`config.mk`:
```
export PLATFORM = sky130hd
export DESIGN_NAME = load_store_unit
export DESIGN_NICKNAME = d
export VERILOG_FILES = /design/src/rtl/lsu_pkg.sv /design/src/rtl/lsu_data_align.sv /design/src/rtl/load_store_unit.sv
export SDC_FILE = /design/constraint.sdc
export NUM_CORES = 1
export LEC_CHECK = 0
export BUFFER_PORTS_ARGS = -buffer_cell sky130_fd_sc_hd__buf_2
export CAP_MARGIN = 30
export CORE_MARGIN = 8
export CORE_UTILIZATION = 58
export CTS_BUF_LIST = sky130_fd_sc_hd__clkbuf_4
export DETAILED_ROUTE_END_ITERATION = 8
export GPL_ROUTABILITY_DRIVEN = 0
export PLACE_DENSITY = 0.91
export SLEW_MARGIN = 20
export SYNTH_ARGS = -nofsm -noshare
export SYNTH_HDL_FRONTEND = slang
export SYNTH_SLANG_ARGS = --single-unit
```
`constraint.sdc`:
```
create_clock -name clk -period 4.6 [get_ports clk]
set_input_delay 0.23 -clock clk [delete_from_list [all_inputs] [get_ports clk]]
set_output_delay 0.23 -clock clk [all_outputs]
set_load 0.02 [all_outputs]
```
`src/rtl/lsu_pkg.sv`:
```
// Shared definitions for the load/store unit.
//   - Access size encodings (byte, half, word, double).
//   - Controller state type.
//   - Helper that returns the number of bytes moved by an access size.
package lsu_pkg;

    localparam logic [1:0] SZ_B = 2'b00;
    localparam logic [1:0] SZ_H = 2'b01;
    localparam logic [1:0] SZ_W = 2'b10;
    localparam logic [1:0] SZ_D = 2'b11;

    typedef enum logic [2:0] {
        IDLE   = 3'd0,
        LD_RD  = 3'd1,
        RMW_RD = 3'd2,
        ST_WR  = 3'd3,
        RESP   = 3'd4
    } lsu_state_t;

    // Byte count of an access: 1, 2, 4 or 8.
    function automatic logic [3:0] size_bytes(input logic [1:0] size);
        logic [3:0] n;
        case (size)
            SZ_B:    n = 4'd1;
            SZ_H:    n = 4'd2;
            SZ_W:    n = 4'd4;
            SZ_D:    n = 4'd8;
            default: n = 4'd8;
        endcase
        return n;
    endfunction

endpackage

```
`src/rtl/lsu_data_align.sv`:
```
// Combinational data steering for the load/store unit.
//   size_i         : access size (SZ_B..SZ_D)
//   uns_i          : 1 = zero-extend loads, 0 = sign-extend
//   load_raw_i     : doubleword read from memory
//   load_ext_o     : low 2^size bytes of load_raw_i, extended to 64 bits
//   store_new_i    : store data (low 2^size bytes are significant)
//   store_old_i    : doubleword currently in memory
//   store_merged_o : new low bytes laid over the old doubleword
module lsu_data_align
    import lsu_pkg::*;
(
    input  logic [1:0]  size_i,
    input  logic        uns_i,
    input  logic [63:0] load_raw_i,
    output logic [63:0] load_ext_o,
    input  logic [63:0] store_new_i,
    input  logic [63:0] store_old_i,
    output logic [63:0] store_merged_o
);

    logic        sign_s;
    logic [63:0] mask_s;

    // Load path: pick the sign bit of the accessed width, then extend.
    always_comb begin
        sign_s     = 1'b0;
        load_ext_o = load_raw_i;
        case (size_i)
            SZ_B: begin
                sign_s     = ~uns_i & load_raw_i[7];
                load_ext_o = {{56{sign_s}}, load_raw_i[7:0]};
            end
            SZ_H: begin
                sign_s     = ~uns_i & load_raw_i[15];
                load_ext_o = {{48{sign_s}}, load_raw_i[15:0]};
            end
            SZ_W: begin
                sign_s     = ~uns_i & load_raw_i[31];
                load_ext_o = {{32{sign_s}}, load_raw_i[31:0]};
            end
            SZ_D: begin
                sign_s     = 1'b0;
                load_ext_o = load_raw_i;
            end
            default: begin
                sign_s     = 1'b0;
                load_ext_o = load_raw_i;
            end
        endcase
    end

    // Store path: byte mask selects which lanes come from the new data.
    always_comb begin
        mask_s = 64'hFFFF_FFFF_FFFF_FFFF;
        case (size_i)
            SZ_B:    mask_s = 64'h0000_0000_0000_00FF;
            SZ_H:    mask_s = 64'h0000_0000_0000_FFFF;
            SZ_W:    mask_s = 64'h0000_0000_FFFF_FFFF;
            SZ_D:    mask_s = 64'hFFFF_FFFF_FFFF_FFFF;
            default: mask_s = 64'hFFFF_FFFF_FFFF_FFFF;
        endcase
        store_merged_o = (store_new_i & mask_s) | (store_old_i & ~mask_s);
    end

endmodule

```
`src/rtl/load_store_unit.sv`:
```
// Load/store unit: initiator side of a byte-addressed 64-bit data memory.
// Accepts one request at a time (valid/ready), answers with a one-cycle
// response pulse. Sub-doubleword stores are done as read-modify-write.
//   clk, reset_n        : clock, asynchronous active-low reset
//   req_*               : request from the core (valid/ready handshake)
//   resp_valid/rdata/err: completion pulse, extended load data, fault flag
//   mem_*               : memory port (write commits on falling edge,
//                         read data combinational from mem_addr)
// All outputs are registered.
module load_store_unit
    import lsu_pkg::*;
#(
    parameter int unsigned MEM_BYTES   = 64,
    parameter bit          ALIGN_CHECK = 1'b0
)(
    input  logic        clk,
    input  logic        reset_n,
    input  logic        req_valid,
    output logic        req_ready,
    input  logic        req_write,
    input  logic [1:0]  req_size,
    input  logic        req_unsigned,
    input  logic [63:0] req_addr,
    input  logic [63:0] req_wdata,
    output logic        resp_valid,
    output logic [63:0] resp_rdata,
    output logic        resp_err,
    output logic [63:0] mem_addr,
    output logic [63:0] mem_write_data,
    output logic        mem_write,
    output logic        mem_read,
    input  logic [63:0] mem_read_data
);

    localparam logic [64:0] MEM_LIMIT = 65'(MEM_BYTES);

    lsu_state_t  state_q;
    logic [1:0]  size_q;
    logic        uns_q;
    logic [63:0] wdata_q;
    logic        req_ready_q;
    logic        resp_valid_q;
    logic        resp_err_q;
    logic [63:0] resp_rdata_q;
    logic [63:0] mem_addr_q;
    logic [63:0] mem_write_data_q;
    logic        mem_write_q;
    logic        mem_read_q;

    logic        fault_s;
    logic [64:0] end_addr_s;
    logic [63:0] align_mask_s;
    logic [63:0] load_ext_s;
    logic [63:0] store_merged_s;

    // Fault check on the incoming request; the end address is formed in
    // 65 bits so that an address near the top of the space cannot wrap.
    always_comb begin
        end_addr_s   = {1'b0, req_addr} + 65'd8;
        align_mask_s = {60'd0, size_bytes(req_size)} - 64'd1;
        if (end_addr_s > MEM_LIMIT) begin
            fault_s = 1'b1;
        end else if ((ALIGN_CHECK == 1'b1) && ((req_addr & align_mask_s) != 64'd0)) begin
            fault_s = 1'b1;
        end else begin
            fault_s = 1'b0;
        end
    end

    lsu_data_align u_align (
        .size_i         (size_q),
        .uns_i          (uns_q),
        .load_raw_i     (mem_read_data),
        .load_ext_o     (load_ext_s),
        .store_new_i    (wdata_q),
        .store_old_i    (mem_read_data),
        .store_merged_o (store_merged_s)
    );

    // Request controller with registered handshake and memory strobes.
    always_ff @(posedge clk or negedge reset_n) begin
        if (!reset_n) begin
            state_q          <= IDLE;
            size_q           <= 2'b00;
            uns_q            <= 1'b0;
            wdata_q          <= 64'd0;
            req_ready_q      <= 1'b0;
            resp_valid_q     <= 1'b0;
            resp_err_q       <= 1'b0;
            resp_rdata_q     <= 64'd0;
            mem_addr_q       <= 64'd0;
            mem_write_data_q <= 64'd0;
            mem_write_q      <= 1'b0;
            mem_read_q       <= 1'b0;
        end else begin
            case (state_q)
                IDLE: begin
                    if (req_valid && req_ready_q) begin
                        req_ready_q <= 1'b0;
                        size_q      <= req_size;
                        uns_q       <= req_unsigned;
                        wdata_q     <= req_wdata;
                        if (fault_s) begin
                            // Faulting requests never touch the memory port.
                            state_q      <= RESP;
                            resp_valid_q <= 1'b1;
                            resp_err_q   <= 1'b1;
                            resp_rdata_q <= 64'd0;
                        end else begin
                            mem_addr_q <= req_addr;
                            if (!req_write) begin
                                state_q    <= LD_RD;
                                mem_read_q <= 1'b1;
                            end else if (req_size == SZ_D) begin
                                state_q          <= ST_WR;
                                mem_write_q      <= 1'b1;
                                mem_write_data_q <= req_wdata;
                            end else begin
                                state_q    <= RMW_RD;
                                mem_read_q <= 1'b1;
                            end
                        end
                    end else begin
                        req_ready_q <= 1'b1;
                    end
                end
                LD_RD: begin
                    mem_read_q   <= 1'b0;
                    resp_rdata_q <= load_ext_s;
                    resp_err_q   <= 1'b0;
                    resp_valid_q <= 1'b1;
                    state_q      <= RESP;
                end
                RMW_RD: begin
                    mem_read_q       <= 1'b0;
                    mem_write_q      <= 1'b1;
                    mem_write_data_q <= store_merged_s;
                    state_q          <= ST_WR;
                end
                ST_WR: begin
                    mem_write_q  <= 1'b0;
                    resp_rdata_q <= 64'd0;
                    resp_err_q   <= 1'b0;
                    resp_valid_q <= 1'b1;
                    state_q      <= RESP;
                end
                RESP: begin
                    resp_valid_q <= 1'b0;
                    resp_err_q   <= 1'b0;
                    resp_rdata_q <= 64'd0;
                    req_ready_q  <= 1'b1;
                    state_q      <= IDLE;
                end
                default: begin
                    mem_read_q   <= 1'b0;
                    mem_write_q  <= 1'b0;
                    resp_valid_q <= 1'b0;
                    req_ready_q  <= 1'b0;
                    state_q      <= IDLE;
                end
            endcase
        end
    end

    assign req_ready      = req_ready_q;
    assign resp_valid     = resp_valid_q;
    assign resp_rdata     = resp_rdata_q;
    assign resp_err       = resp_err_q;
    assign mem_addr       = mem_addr_q;
    assign mem_write_data = mem_write_data_q;
    assign mem_write      = mem_write_q;
    assign mem_read       = mem_read_q;

endmodule

```
==> impl_metrics.env <==
export IMPL_crit_chain="dlygate4sd3_1 > buf_2 > ha_1 > nand4_1 > nor4_1 > o2111ai_1 > a21oi_1 > o211ai_1 > nor4_1 > buf_4 > or4b_2 > nor4_1 > buf_4 > o21ai_4 > buf_12 > mux2_1"
export IMPL_max_stage_delay_ns=0.63
export IMPL_worstPathRequired_ns=5.13
export IMPL_synth_fp_nets=1429
export IMPL_antenna_left=0
export IMPL_tns_ns=0
export IMPL_finalCritPeriodShare=0.9717
export IMPL_ios=396
export IMPL_htreeDepth=3
export IMPL_clock_sinks=267
export IMPL_area_growth_pct=34.44
export IMPL_totalWireLength_um=55760
export IMPL_ys_flop_type="dfrtp_1"
export IMPL_finalNetCount=1992
export IMPL_worst_setup_path_type="input pin to flop"
export IMPL_arrival_ns=5.00
export IMPL_worst_pin_slew_ns=0.9292
export IMPL_grtUsageTotal=0.3839
export IMPL_fin_crit_ns=4.470
export IMPL_synth_seq_cells=267
export IMPL_synth_compound_area_frac=0.1378
export IMPL_slew_viol_final=0
export IMPL_maxCapViolCount=0
export IMPL_cp_num_buf_inv=5
export IMPL_die_h_um=169.3
export IMPL_grt_pass1_wl_um=85500
export IMPL_place_area_um2=15950
export IMPL_synth_async_reset_ratio=1.000
export IMPL_port_buffers=395
export IMPL_hold_path_depth=3
export IMPL_die_area_um2=28670
export IMPL_final_cells=2171
export IMPL_dp_hpwl_um=31940
export IMPL_synth_simple_gate_area_frac=0.1507
export IMPL_cp_max_fo=37
export IMPL_startpoint_type="input pin"
export IMPL_synth_seq_area_share=0.4900
export IMPL_fin_area_um2=18330
export IMPL_grt_pass1_vias=14444
export IMPL_relSlewSlack=0.3805
export IMPL_die_x_um=169.3
export IMPL_power_density_nw_per_um2=320.2
export IMPL_seqCellArea_um2=6681
export IMPL_rsz0062_at_grt="no"
export IMPL_timing_fmax_mhz=223.7
export IMPL_min_from="req_wdata[48]"
export IMPL_drc_errors=0
export IMPL_hold_viol=0
export IMPL_place_inst=1894
export IMPL_ir_drop_uv=290.4
export IMPL_drtIter0Drc=1782
export IMPL_nFillCells=1320
export IMPL_vias_per_cell=6.411
export IMPL_wl_per_cell_um=25.68
export IMPL_synthCells=1229
export IMPL_vias=13919
export IMPL_crit_path_end_kind="flop"
export IMPL_initial_core_util=0.5861
export IMPL_p_leak_nw=9.411
export IMPL_reg2reg_from="state_q[2]$_DFFE_PN0N_"
export IMPL_numCtsBuffers=71
export IMPL_post_cts_setup_buffer_count=0
export IMPL_netlist_area_um2=13630
export IMPL_crit_family="simple AND/OR/NAND/NOR gates"
export IMPL_drive_gt1_frac=0.3905
export IMPL_cp_common_cell="nor4_1"
export IMPL_clk_pin_slew_worst_paths_ns=0.08
export IMPL_synthMuxAreaShare=0.1775
export IMPL_core_area_um2=23260
export IMPL_synth_top_area_frac=0.4900
export IMPL_r2r_setup_slack_ns=1.60
export IMPL_ys_top_cells_by_area="dfrtp_1 49%, mux2_2 6.5%, mux2_4 5.4%"
export IMPL_reg2reg_depth=5
export IMPL_antenna_found_initial=6
export IMPL_finalSetupViolCount=0
export IMPL_dr_pass1_iters=7
export IMPL_syn_avg_cell_area_um2=11.09
export IMPL_holdPathEnd="wdata_q[48]$_DFFE_PN0P_"
export IMPL_multi_input_area_um2=6574
export IMPL_synth_xor_area_share=0.01156
export IMPL_timing_rr_end="mem_write_data[6]$_DFFE_PN0P_"
export IMPL_cts_tree="built"
export IMPL_rows=56
export IMPL_status="finished, final reports clean"
export IMPL_synth_top_family_by_area="multiplexers"
export IMPL_yosys_warnings=0
export IMPL_synth_fa_ha_area_frac=0.0009177
export IMPL_synth_cell_types=65
export IMPL_clk_latency_ns=0.74
export IMPL_synth_edf_count=0
export IMPL_cpMaxStageDelayCell="or4b_2"
export IMPL_yosysTopAreaCell="dfrtp_1"
export IMPL_grt_start_max_net_pins=142
export IMPL_hold_class="input pin to flop"
export IMPL_cts_root_buf="clkbuf_4"
export IMPL_cts_buffer_depth=3
export IMPL_fin_skew_ns=0.1018
export IMPL_overflow=0
==> worst reg2reg max path: cells and delay by family, from the launching register on <==
| family | cells | cell delay [ns] |
|---|---|---|
| and+or+nand+nor | 2 | 1.34 |
| muxes | 2 | 0.57 |
| buffers and inverters | 1 | 0.52 |
| DFF | 1 | 0.47 |
==> how the worst max path moves through the flow <==
stage	to	startpoint	depth (start not counted)	slack, ns
2_1_floorplan	mem_write_data[14]$_DFFE_PN0P_	req_addr[32]	13	0.62
3_3_place_gp	mem_write_data[8]$_DFFE_PN0P_	req_addr[3]	16	0.32
3_5_place_dp	mem_addr[43]$_DFFE_PN0P_	req_addr[7]	12	0.27
4_1_cts	mem_write_data[8]$_DFFE_PN0P_	req_addr[3]	16	0.38
5_1_grt	mem_write_data[6]$_DFFE_PN0P_	req_addr[3]	16	0.05
6_report	mem_write_data[8]$_DFFE_PN0P_	req_addr[3]	16	0.13
==> flip-flops by register name, summed over array words and instances (netlist names) <==
name and cells:
size_q 2, uns_q 1, req_ready 1, mem_read 1, wdata_q 64, resp_rdata 64
mem_write_data 64, resp_valid 1, state_q 3, mem_addr 64, mem_write 1, resp_err 1
==> what timing repair did <==
| item | in CTS | in global routing |
|---|---|---|
| hold buffers | 142 | 1 |
| endpoints found under the hold margin | 345 | 48 |
| gates resized for setup | 0 | 0 |
==> where the power goes <==
group          switching [mW]  internal, mW  leakage (nW)
Sequential              0.105          2.49          3.56
Clock                    1.14          1.07         0.532
Combinational           0.617         0.447          5.32
Total                    1.86          4.01          9.41
==> synthesized netlist by cell type (3+ instances only) <==
cell type and number:
mux2i_1 58, a21o_1 18, nand3_1 33, and4_1 10
nor4_2 3, o311ai_0 3, nand2b_1 4, a211oi_1 3
and2_1 64, o21a_1 7, xnor2_1 7, buf_6 12
nor4_1 12, a31oi_1 5, xor2_1 11, mux2_2 79
clkbuf_1 59, mux2_1 19, nor3_1 26, nand4_1 38
o211ai_1 9, mux2_4 49, or4_1 5, buf_2 4
inv_1 12, nand2_1 127, a41oi_1 3, dfrtp_1 267
o21ai_1 3, or2_2 4, nor2_1 48, o2bb2ai_2 40
and3_1 6, nor2b_1 3, o21ai_0 76, a21oi_1 63
==> cells by family after synthesis <==
kind of cell	count (synthesis)
XOR/XNOR	18
flip-flops	267
adder cells (fa/ha/maj)	1
multiplexers	205
buffers and inverters	89
AO/OA/AOI/OAI	254
AND/OR/NAND/NOR	395
==> cell type report <==
cell class | count | area share
inverters | 12 | 0.002457
clock inverters | 31 | 0.009488
multi-input cells | 873 | 0.3586
well taps | 319 | 0.02177
flip-flops and latches | 267 | 0.3645
diodes | 3 | 0.0004096
repair buffers | 567 | 0.2022
clock buffers | 99 | 0.04055
==> layout by cell type (no fill, tap or decap), types with 10 or more instances in the layout <==
cell and instances:
a21o_1 18, a21oi_1 63, and2_1 64, and4_1 10, buf_2 394, buf_4 24, clkbuf_4 99, clkinv_1 21
dfrtp_1 267, dlygate4sd3_1 143, inv_1 12, mux2_1 19, mux2_2 79, mux2_4 49, mux2i_1 58, nand2_1 125
nand3_1 33, nand4_1 38, nor2_1 46, nor3_1 25, nor4_1 12, o21ai_0 76, o2bb2ai_2 40, xor2_1 11
==> metrics by stage <==
stage | util | power [mW] | hold WS, ns | worst slack [ns]
after global placement | 0.6855 | 3.433 | 0.4505 | 0.3208
after CTS | 0.7860 | 5.722 | 0.2796 | 0.3818
after global routing | 0.7878 | 6.103 | 0.2643 | 0.04927
final | 0.7880 | 5.869 | 0.3233 | 0.1303
after detailed placement | 0.6855 | 3.490 | 0.4536 | 0.2736
after floorplan | - | 3.135 | -0.06559 | 0.6218
==> routing by layer <==
layer / vias to the layer above / routed length (µm) / track usage
met5: - / 37 / 0
met1: 6537 / 19050 / 0.4278
met2: 1334 / 25770 / 0.6113
li1: 5635 / - / -
met4: 6 / 4071 / 0.2412
met3: 407 / 6830 / 0.1517
Note: power is estimated with default switching activity, not from simulation.
